**src/rtl/regs_pkg.sv**
```systemverilog
// Shared register-file constants for the writeback arbiter and its neighbours.
package regs_pkg;

   localparam int unsigned REG_ADDR_W = 5;
   localparam int unsigned REG_DATA_W = 32;
   localparam int unsigned NUM_REGS   = 32;
   localparam logic [REG_ADDR_W-1:0] REG_ZERO = 5'd0;

   // Writeback payload as it travels to the register file.
   typedef struct packed {
      logic [REG_ADDR_W-1:0] addr;
      logic [REG_DATA_W-1:0] data;
   } wb_payload_t;

endpackage

```
**src/rtl/regs_wb_rr_pick.sv**
```systemverilog
// Picks one valid requester, searching upward from ptr with wrap-around.
// With ptr held at zero this degenerates to lowest-index-wins priority.
module regs_wb_rr_pick #(
   parameter int unsigned N     = 2,
   parameter int unsigned PTR_W = 1
) (
   input  logic [N-1:0]     valid,
   input  logic [PTR_W-1:0] ptr,
   output logic [N-1:0]     grant_c
);

   int unsigned idx;
   logic        found;

   always_comb begin
      grant_c = '0;
      found   = 1'b0;
      idx     = 0;
      for (int unsigned k = 0; k < N; k++) begin
         idx = 32'(ptr) + k;
         if (idx >= N) begin
            idx = idx - N;
         end
         if (!found && valid[idx]) begin
            grant_c[idx] = 1'b1;
            found        = 1'b1;
         end
      end
   end

endmodule

```
**src/rtl/regs_wb_arbiter.sv**
```systemverilog
// Writeback arbiter: N producers onto one register-file write port, plus a
// pending-destination scoreboard. Define REGS_WB_RR_EN for round-robin grants.
module regs_wb_arbiter
   import regs_pkg::*;
#(
   parameter int unsigned NUM_REQ = 2,
   parameter int unsigned DATA_W  = REG_DATA_W,
   parameter int unsigned ADDR_W  = REG_ADDR_W
) (
   input  logic                        clk,
   input  logic                        rst,
   input  logic [NUM_REQ-1:0]          req_valid,
   output logic [NUM_REQ-1:0]          req_ready,
   input  logic [NUM_REQ*ADDR_W-1:0]   req_addr,
   input  logic [NUM_REQ*DATA_W-1:0]   req_data,
   input  logic                        claim_valid,
   input  logic [ADDR_W-1:0]           claim_addr,
   output logic                        rf_we,
   output logic [ADDR_W-1:0]           rf_waddr,
   output logic [DATA_W-1:0]           rf_wdata,
   output logic [(1<<ADDR_W)-1:0]      pend_mask
);

   localparam int unsigned NREGS = 1 << ADDR_W;
   localparam int unsigned PTR_W = (NUM_REQ > 1) ? $clog2(NUM_REQ) : 1;

   logic [PTR_W-1:0]   ptr;
   logic [NUM_REQ-1:0] grant_c;
   logic               xfer_c;
   logic [ADDR_W-1:0]  sel_addr_c;
   logic [DATA_W-1:0]  sel_data_c;
   logic [NREGS-1:0]   pend_next_c;

   regs_wb_rr_pick #(
      .N     (NUM_REQ),
      .PTR_W (PTR_W)
   ) u_pick (
      .valid   (req_valid),
      .ptr     (ptr),
      .grant_c (grant_c)
   );

   // Nothing is accepted while reset is held.
   assign req_ready = rst ? '0 : grant_c;
   assign xfer_c    = |req_ready;

   always_comb begin
      sel_addr_c = '0;
      sel_data_c = '0;
      for (int unsigned i = 0; i < NUM_REQ; i++) begin
         if (grant_c[i]) begin
            sel_addr_c = req_addr[i*ADDR_W +: ADDR_W];
            sel_data_c = req_data[i*DATA_W +: DATA_W];
         end
      end
   end

   always_ff @(posedge clk) begin
      if (rst) begin
         rf_we    <= 1'b0;
         rf_waddr <= '0;
         rf_wdata <= '0;
      end else begin
         rf_we <= xfer_c && (sel_addr_c != ADDR_W'(REG_ZERO));
         if (xfer_c) begin
            rf_waddr <= sel_addr_c;
            rf_wdata <= sel_data_c;
         end
      end
   end

   // A claim landing on the register being retired this cycle keeps it pending.
   always_comb begin
      pend_next_c = pend_mask;
      if (xfer_c) begin
         pend_next_c[sel_addr_c] = 1'b0;
      end
      if (claim_valid && (claim_addr != ADDR_W'(REG_ZERO))) begin
         pend_next_c[claim_addr] = 1'b1;
      end
      pend_next_c[0] = 1'b0;
   end

   always_ff @(posedge clk) begin
      if (rst) begin
         pend_mask <= '0;
      end else begin
         pend_mask <= pend_next_c;
      end
   end

`ifdef REGS_WB_RR_EN
   logic [PTR_W-1:0] last_c;

   always_comb begin
      last_c = '0;
      for (int unsigned i = 0; i < NUM_REQ; i++) begin
         if (grant_c[i]) begin
            last_c = PTR_W'(i);
         end
      end
   end

   // Pointer moves one past the winner, only when something transferred.
   always_ff @(posedge clk) begin
      if (rst) begin
         ptr <= '0;
      end else if (xfer_c) begin
         ptr <= (last_c == PTR_W'(NUM_REQ - 1)) ? '0 : last_c + PTR_W'(1);
      end
   end
`else
   assign ptr = '0;
`endif

endmodule
```
**config.mk**
```make
export PLATFORM = sky130hd
export DESIGN_NAME = regs_wb_arbiter
export DESIGN_NICKNAME = d
export VERILOG_FILES = /design/src/rtl/regs_pkg.sv /design/src/rtl/regs_wb_rr_pick.sv /design/src/rtl/regs_wb_arbiter.sv
export SDC_FILE = /design/constraint.sdc
export NUM_CORES = 1
export LEC_CHECK = 0
export CORE_UTILIZATION = 30
export DETAILED_ROUTE_END_ITERATION = 10
export SLEW_MARGIN = 5
export SYNTH_ARGS = -nofsm -noshare
export SYNTH_HDL_FRONTEND = slang
export SYNTH_SLANG_ARGS = --single-unit
export TNS_END_PERCENT = 1
```
**constraint.sdc**
```tcl
create_clock -name clk -period 1.3 [get_ports clk]
set_input_delay 0.195 -clock clk [delete_from_list [all_inputs] [get_ports clk]]
set_output_delay 0.195 -clock clk [all_outputs]
set_load 0.02 [all_outputs]
```
==> flow_summary.ini <==
[outcome]
status = complete, no violations

[worst_hold_path]
holdPathStages = 3
holdCritStartpoint = req_addr[0]
hold_end = rf_waddr[0]
hold_path.class = input pin to register

[grt]
grt_pass1_vias = 3438
grt_pass1_wl_mm = 16.7
grt_usage = 0.190
grt_max_degree = 33
antenna_found_initial = 1
grt_overflow = 0

[logic_synthesis]
synthSimpleGateAreaFrac = 0.170
synthTopCellsByArea = dfxtp_1 (43%), mux2i_1 (11%), nor2_1 (8.5%), o211ai_1 (6.7%), a21oi_1 (5.4%)
yosysSeqAreaShare = 0.427
synth.largest_area_cell = dfxtp_1
synth_top_area_frac = 0.427
async_flop_share = 0
synth_compound_area_frac = 0.248
yosys_register_bits = 69
yosysWarnings = 0
synth_most_common_cell = nor2_1
yosysUniqueCellTypes = 41
synth.area.mux_share = 0.105
synth_adder_area_share = 0
syn_area_per_cell_um2 = 9.02
synth_edf_count = 0
synthesis.area_um2 = 3240
synth_commonest_cells = nor2_1 (73), dfxtp_1 (69), a21oi_1 (35), mux2i_1 (34), o211ai_1 (29)
synth_ff_type = dfxtp_1
syn_nets = 443
synth_top_family_by_area = compound AO/OA/AOI/OAI gates
synth_xor_area_frac = 0
syn_inst = 359

[setup_path]
r2r_cells = 4
worstSetupPathType = input pin to register
cp-start-kind = input pin
crit_arrival_ps = 1500
rr_startpoint = rf_wdata[11]
endpoint_kind = register
critPathRequiredTime_ps = 1540
r2r-end = rf_wdata[11]
path_max_fanout = 8
reg2reg_slack_ps = 480

[power_and_ir_drop]
ir_drop_uv = 514
p_per_area_nw_per_um2 = 1030
leakagePower_uw = 0.00237

[place]
routabilityCongestion = 0.814
port_buffers = 154
post-dp-hpwl_mm = 7.85
dp_cells = 659

[route]
initialDrtViolationCount = 106
wirelength_mm = 10.3
drt-pass1-iter-count = 4
ant_nets = 0
vias = 3349
routed_via_density = 4.96
drt-wirelength-per-cell_um = 15.3
drc = 0

[job]
cap_violations = 0

[floorplanning]
die_y_um = 106
core_area_um2 = 10400
start_util = 0.312
pin_count = 156
row_count = 37
dieArea_um2 = 11200
dieWidth_um = 106

[cells_and_area]
layout.nets = 618
areaGrowthSynthToFinish_pct = 63.4
final_cells = 675
drive_above_1_share = 0.147

[sta]
layout_worst_path_cycle_share = 0.973
fin_crit_ps = 1270
tns_ps = 0
hold_violations = 0
finalSetupViolCount = 0
hold_slack_ps = 209
maxSlewViolCount = 0
timing.fmax_mhz = 790
skew_ps = 0
rsz0062_at_grt = yes

[cts]
cts-root-buf = clkbuf_8
clk_latency_ps = 340
clockBufferDepth = 2
cts_htree_levels = 3
postCtsHoldBufs = 0
cts_buffers = 9
path_clk_slew_ps = 80
cts_num_sinks = 69
cts_setup_buffers = 0
tritoncts = built
[placed cells by master (no fill, tap or decap), types with 3 or more instances in the layout]
master / synthesis / final
dfxtp_1: 69 / 69
nor2b_1: 4 / 4
clkdlybuf4s15_1: 0 / 3
dlymetal6s2s_1: 0 / 3
o211ai_1: 29 / 29
o21ai_0: 24 / 21
a21oi_1: 35 / 35
nand2_1: 8 / 8
mux2i_1: 34 / 34
nand3_1: 5 / 5
and3b_2: 1 / 3
nor2_1: 73 / 73
dlygate4sd2_1: 0 / 69
buf_4: 5 / 33
clkbuf_8: 0 / 9
bufinv_16: 0 / 3
o21ai_1: 14 / 16
clkdlybuf4s50_1: 0 / 76
[power breakdown]
group	total, uW	switching [uW]	internal (uW)	leakage, uW
sequential	2250	43.1	2200	0.000565
clock	2110	847	1270	0.000119
combinational	1080	541	539	0.00168
total	5440	1430	4010	0.00237
[routing by layer]
layer | track usage | routed length (um) | up-vias
met1 | 0.222 | 4450 | 1557
met5 | 0 | 0 | -
met4 | 0.0446 | 91 | 0
met2 | 0.321 | 4880 | 125
li1 | - | - | 1658
met3 | 0.0785 | 919 | 9
[cell type report]
cell class              count  area [um2]
diodes                      1        2.50
clock buffers               9         124
repair buffers            188        1730
clock inverters             6         113
multi-input cells         265        1760
flip-flops and latches     69        1380
well taps                 136         170
fillers                  1012        5080
inverters                   1        3.75
[cells by family (layout without fill, tap and decap cells)]
logic type / Yosys count / after routing
buffers and inverters: 25 / 204
other: 1 / 2
AOI/OAI and AO/OA: 120 / 120
muxes: 34 / 34
and+or+nand+nor: 110 / 110
DFF: 69 / 69
[registers in the layout, indices dropped and copies added (netlist names)]
register   cells
rf_wdata      32
rf_waddr       5
pend_mask     31
rf_we          1
[worst max-delay path, stage by stage]
cell	delay [ps]
clkdlybuf4s50_1	500
and3b_2	280
o22ai_4	140
o311ai_1	300
o21ai_1	90
[worst max-delay path by stage]
stage / start / to / slack [ps]
after global placement: req_addr[5] / pend_mask[3] / -410
after detailed placement: req_addr[5] / pend_mask[2] / -480
after global routing: req_addr[6] / pend_mask[2] / -30
after CTS: req_addr[0] / pend_mask[3] / -30
after floorplan: rst / pend_mask[1] / 80
final: req_addr[6] / pend_mask[2] / 30
[through the flow]
stage          instance area, um2   util  setup WS [ps]  power (uW)
2_1_floorplan                3240      -           80.7        2820
3_5_place_dp                 5060  0.488           -481        3430
3_3_place_gp                 5060  0.488           -408        3410
6_report                     5290  0.510           34.6        5440
4_1_cts                      5210  0.503          -29.8        5490
5_1_grt                      5290  0.510          -29.6        5700
[timing repair]
item                                    CTS  global route
endpoints found under the setup margin   86            26
pin swaps                                 2             4
hold endpoints to repair                  0             0
gates resized for setup                  74            19
gates cloned                              0             0
Note: power is estimated with default switching activity, not from simulation.
